**config.mk**
```make
export PLATFORM = sky130hd
export DESIGN_NAME = ysyx_23060332_ifu
export DESIGN_NICKNAME = d
export VERILOG_FILES = /design/src/rtl/ysyx_23060332_ifu.sv
export SDC_FILE = /design/constraint.sdc
export NUM_CORES = 1
export LEC_CHECK = 0
export CORE_UTILIZATION = 44
export CTS_CLUSTER_DIAMETER = 30
export DETAILED_ROUTE_END_ITERATION = 10
export HOLD_SLACK_MARGIN = 0.12
export PLACE_DENSITY = 0.91
export SKIP_LAST_GASP = 1
export SLEW_MARGIN = 30
export SYNTH_ARGS = -nofsm -noshare
export SYNTH_HDL_FRONTEND = slang
export SYNTH_SLANG_ARGS = --single-unit
```
**constraint.sdc**
```tcl
create_clock -name clk -period 4.02 [get_ports clk]
set_input_delay 1.005 -clock clk [delete_from_list [all_inputs] [get_ports clk]]
set_output_delay 1.005 -clock clk [all_outputs]
set_load 0.02 [all_outputs]
```
**src/rtl/ysyx_23060332_ifu.sv**
```systemverilog
// ---------------------------------------------------------------------------
// ysyx_23060332_ifu -- multi-cycle instruction fetch unit
//
// Owns the architectural PC. Issues one AXI4-Lite-style read (AR/R) per
// instruction, presents the fetched word to decode via inst_valid/inst_ready,
// then waits for the execute stage's commit before advancing the PC,
// either sequentially (pc+4, wrapping) or to a word-aligned jump target.
//
// Parameters:
//   ADDR_W   : PC / memory address width
//   INST_W   : instruction width
//   RESET_PC : PC value loaded on reset
//
// Ports:
//   clk, rst                      : clock, synchronous active-high reset
//   arvalid, arready, araddr      : read address channel (araddr == pc)
//   rvalid, rready, rdata, rresp  : read data channel (rresp != 0 -> error)
//   inst_valid, inst_ready, inst  : instruction handshake to decode
//   pc                            : address of the presented instruction
//   commit_valid, jump_en,
//   jump_addr                     : commit / redirect from execute
//   fetch_err                     : one-cycle pulse on a read error response
//   misalign                      : one-cycle pulse on a misaligned jump target
//
// All outputs come straight from registers; there is no combinational path
// from any input to any output.
// ---------------------------------------------------------------------------
module ysyx_23060332_ifu #(
  parameter int unsigned           ADDR_W   = 32,
  parameter int unsigned           INST_W   = 32,
  parameter logic [ADDR_W-1:0]     RESET_PC = 32'h8000_0000
) (
  input  logic              clk,
  input  logic              rst,
  // read address channel
  output logic              arvalid,
  input  logic              arready,
  output logic [ADDR_W-1:0] araddr,
  // read data channel
  input  logic              rvalid,
  output logic              rready,
  input  logic [INST_W-1:0] rdata,
  input  logic [1:0]        rresp,
  // decode interface
  output logic              inst_valid,
  input  logic              inst_ready,
  output logic [INST_W-1:0] inst,
  output logic [ADDR_W-1:0] pc,
  // commit interface
  input  logic              commit_valid,
  input  logic              jump_en,
  input  logic [ADDR_W-1:0] jump_addr,
  // status pulses
  output logic              fetch_err,
  output logic              misalign
);

  typedef enum logic [1:0] {
    S_REQ  = 2'd0,
    S_RESP = 2'd1,
    S_HOLD = 2'd2,
    S_EXEC = 2'd3
  } state_t;

  localparam logic [INST_W-1:0] NOP_INST = INST_W'(32'h0000_0013);

  state_t            r_state;
  state_t            w_state_nxt;

  logic [ADDR_W-1:0] r_pc;
  logic [INST_W-1:0] r_inst;
  logic              r_arvalid;
  logic              r_rready;
  logic              r_inst_valid;
  logic              r_fetch_err;
  logic              r_misalign;

  logic              w_ar_hs;
  logic              w_r_hs;
  logic              w_inst_hs;
  logic              w_commit;
  logic              w_resp_err;
  logic              w_jump_misaligned;
  logic [ADDR_W-1:0] w_pc_nxt;
  logic [INST_W-1:0] w_inst_nxt;

  // Handshakes are qualified by the registered valid/ready outputs rather than
  // by r_state alone: right after reset r_state is S_REQ but arvalid is still
  // low, and no address may be accepted in that cycle.
  always_comb begin
    w_ar_hs           = r_arvalid & arready;
    w_r_hs            = r_rready & rvalid;
    w_inst_hs         = r_inst_valid & inst_ready;
    w_commit          = (r_state == S_EXEC) & commit_valid;
    w_resp_err        = (rresp != 2'b00);
    w_jump_misaligned = (jump_addr[1:0] != 2'b00);
  end

  // Next-state logic
  always_comb begin
    w_state_nxt = r_state;
    case (r_state)
      S_REQ:   if (w_ar_hs)   w_state_nxt = S_RESP;
      S_RESP:  if (w_r_hs)    w_state_nxt = S_HOLD;
      S_HOLD:  if (w_inst_hs) w_state_nxt = S_EXEC;
      S_EXEC:  if (w_commit)  w_state_nxt = S_REQ;
      default:                w_state_nxt = S_REQ;
    endcase
  end

  // Next PC on commit: jump targets are forced to word alignment; sequential
  // advance wraps naturally modulo 2^ADDR_W.
  always_comb begin
    w_pc_nxt = r_pc;
    if (w_commit) begin
      if (jump_en) w_pc_nxt = {jump_addr[ADDR_W-1:2], 2'b00};
      else         w_pc_nxt = r_pc + ADDR_W'(4);
    end
  end

  // Error responses substitute a NOP so the pipeline keeps flowing.
  always_comb begin
    w_inst_nxt = r_inst;
    if (w_r_hs) w_inst_nxt = w_resp_err ? NOP_INST : rdata;
  end

  // State register and registered outputs. The channel strobes are decoded
  // from the next state so each one is a flop output aligned with its state.
  always_ff @(posedge clk) begin
    if (rst) begin
      r_state      <= S_REQ;
      r_pc         <= RESET_PC;
      r_inst       <= '0;
      r_arvalid    <= 1'b0;
      r_rready     <= 1'b0;
      r_inst_valid <= 1'b0;
      r_fetch_err  <= 1'b0;
      r_misalign   <= 1'b0;
    end else begin
      r_state      <= w_state_nxt;
      r_pc         <= w_pc_nxt;
      r_inst       <= w_inst_nxt;
      r_arvalid    <= (w_state_nxt == S_REQ);
      r_rready     <= (w_state_nxt == S_RESP);
      r_inst_valid <= (w_state_nxt == S_HOLD);
      r_fetch_err  <= w_r_hs & w_resp_err;
      r_misalign   <= w_commit & jump_en & w_jump_misaligned;
    end
  end

  assign arvalid    = r_arvalid;
  assign araddr     = r_pc;
  assign rready     = r_rready;
  assign inst_valid = r_inst_valid;
  assign inst       = r_inst;
  assign pc         = r_pc;
  assign fetch_err  = r_fetch_err;
  assign misalign   = r_misalign;

endmodule

```
==> flow_metrics.tcl <==
set metrics [dict create \
    row_count 32 \
    nets 635 \
    met2_usage_pct 45.8 \
    nFillCells 614 \
    post_cts_buffers 0 \
    crit_chain "clkdlybuf4s50_1 > nand3_1 > nor2_1 > a311oi_1 > nor4_1" \
    power_density_nw_per_um2 273 \
    synthCells 437 \
    drv_slew 0 \
    die_x_um 92.1 \
    postCtsHoldBufs 0 \
    antenna_found_initial 0 \
    cts_resized 0 \
    period_minus_slack_ps 2790 \
    vias 3894 \
    final_cell_area_um2 5270 \
    synth_top_area_share_pct 38.7 \
    avgSynthCellArea_um2 8.17 \
    first_pass_iters 5 \
    core_area_um2 7810 \
    yosys_warnings 0 \
    wl_per_cell_um 16.7 \
    hp-start "inst[12]$_SDFFE_PP0P_" \
    grt_overflow 0 \
    ff_latch_area_um2 1380 \
    startpoint_type "primary input" \
    skew_ps 11.1 \
    area_delta_synth_final_pct 47.4 \
    start_util_pct 45.8 \
    die-area_um2 8480 \
    setup.worst_path.class "in2reg" \
    grt_use_met1_pct 29.5 \
    leakagePower_nw 1.88 \
    dp_hpwl_mm 7.71 \
    r2r_start "araddr[2]$_SDFFE_PP0P_" \
    clock_path_buffers 2 \
    min_to "inst[12]$_SDFFE_PP0P_" \
    grt_pass1_vias 3732 \
    multi_input_area_um2 1800 \
    final_cell_count_no_fill 668 \
    placed_cells 652 \
    drt.antenna.violating_nets 0 \
    gr-usage-all-layers_pct 25.8 \
    grt_pass1_wl_mm 17.6 \
    io_buffers 169 \
    clock_sinks 69 \
    ys_ff_latch 69 \
    synth_ff_type "dfxtp_1" \
    r2r-end "araddr[24]$_SDFFE_PP0P_" \
    synth_edf_count 0 \
    drc 0 \
    root_buffer "clkbuf_8" \
    post_dp_cell_area_um2 5070 \
    min_path_type "reg2reg" \
    critPathSlowestCell "nor2_1" \
    fin_ws_ps 1230 \
    max-vdd-ir-drop_v 0.000241 \
    holdPathStages 2 \
    fin_crit_sh_pct 69.4 \
    tightest_slew_ps 753 \
    fin_util_pct 67.4 \
    gp_congestion 0.804 \
    drive_gt1_share_pct 7.07 \
    diodes 0 \
    critPathRequiredTime_ps 4260 \
    layout_common_cells "167 x clkdlybuf4s50_1, 70 x nor2_1, 69 x dfxtp_1" \
    globalRoute.busiestLayer "met2" \
    synth_area_leaders "dfxtp_1 39%, a22oi_1 7.4%, nor2_1 7.4%, buf_4 7.1%, nand2_1 3.4%" \
    async_flop_share_pct 0 \
    crit_arrival_ps 3030 \
    rsz0062_at_grt "false" \
    met3_usage_pct 6.88 \
    cp-startpoint "commit_valid" \
    drtIter0Drc 324 \
    routed_wl_mm 11.2 \
    yosys.area.top_type "dfxtp_1" \
    regToRegSetupSlack_ps 1470 \
    relSlewSlack_pct 49.7 \
    yosysSeqAreaShare_pct 38.7 \
    clkLatencyLatePin_ps 350 \
    cp-end-kind "flop" \
    clk_pin_slew_ps 90 \
    path_max_fanout 19 \
    cts_buffers 9 \
    hold_viol 0 \
    maxCapViolCount 0 \
    max_freq_mhz 359 \
    final_common_cell "clkdlybuf4s50_1" \
    post-place-ws_ps 951 \
    status "finished, final reports clean" \
    synth_cell_type_count 50 \
    cts_tree "built" \
    vias_per_cell 5.83 \
    ctsHtreeMaxLevel 3 \
    boundaryPins 174 \
    grt_max_degree 36 \
    ff2ff_path_depth 6 \
    syn-cell-area_um2 3570 \
    cpPeakStageDelay_ps 570 \
    chipHeight_um 92.1 \
    finalSetupTns_ps 0 \
    setup_violations 0 \
]
-- flip-flops by register name, indices dropped and copies added, names as in the netlist --
name	count
inst	32
araddr	30
r_state	2
arvalid	1
fetch_err	1
inst_valid	1
misalign	1
rready	1
-- how the worst max path moves through the flow --
| stage | end | depth (start not counted) | slack, ps |
|---|---|---|---|
| global placement | araddr[22]$_SDFFE_PP0P_ | 5 | 1030 |
| detailed placement | araddr[22]$_SDFFE_PP0P_ | 5 | 950 |
| global route | araddr[22]$_SDFFE_PP0P_ | 5 | 1150 |
| finish | araddr[22]$_SDFFE_PP0P_ | 5 | 1230 |
| CTS | araddr[22]$_SDFFE_PP0P_ | 5 | 1310 |
| floorplan | araddr[26]$_SDFFE_PP0P_ | 7 | 1800 |
-- report_power, final --
part	switching, W	internal [W]
Sequential	0.00000618	0.000691
Combinational	0.0000696	0.0000896
Clock	0.000291	0.000288
-- kinds of logic after synthesis --
family / after synthesis / share of synthesized area [%]
simple gates: 169 / 24.0
flops: 69 / 38.7
fa+ha+maj: 1 / 0.350
mux: 12 / 3.75
other cells: 1 / 0.105
buf+inv: 72 / 11.4
compound gates: 113 / 21.8
-- through the flow --
step / total power (W) / hold slack, ps
after floorplan: 0.000775 / 601
after global placement: 0.000866 / 488
after detailed placement: 0.000870 / 498
after CTS: 0.00144 / 518
after global routing: 0.00148 / 546
final: 0.00144 / 517
-- layout make-up --
cell class / instances / area share, %
Multi-Input combinational cell: 299 / 34.2
Clock buffer: 9 / 2.35
Inverter: 6 / 0.428
Clock inverter: 7 / 1.43
Tap cell: 102 / 2.42
Timing Repair Buffer: 176 / 32.9
Sequential cell: 69 / 26.2
-- critical path, delay by kind of cell --
kind / cells / cell delay, ps
buffers and inverters: 1 / 500
AOI/OAI and AO/OA: 1 / 100
and+or+nand+nor: 3 / 1420
-- per-layer routing --
metal	part of all wire [%]	vias up
met3	9.3	28
li1	-	1800
met5	0	-
met1	38	1837
met2	50	229
met4	2.6	0
-- cells in the mapped netlist, types with 4 or more instances --
| library cell | instances |
|---|---|
| a31oi_1 | 4 |
| clkbuf_1 | 26 |
| a2bb2oi_1 | 4 |
| a22oi_1 | 35 |
| mux2i_1 | 10 |
| nand2_1 | 32 |
| o21ai_0 | 17 |
| nor3_1 | 10 |
| dfxtp_1 | 69 |
| a21oi_1 | 23 |
| and3_1 | 13 |
| a311oi_1 | 4 |
| inv_1 | 6 |
| o22ai_1 | 7 |
| buf_4 | 34 |
| buf_1 | 4 |
| nand3_1 | 8 |
| nor2_1 | 70 |
| nand4_1 | 10 |
| nor4_1 | 5 |
| o41ai_1 | 4 |
(Power assumes the default switching activity.)
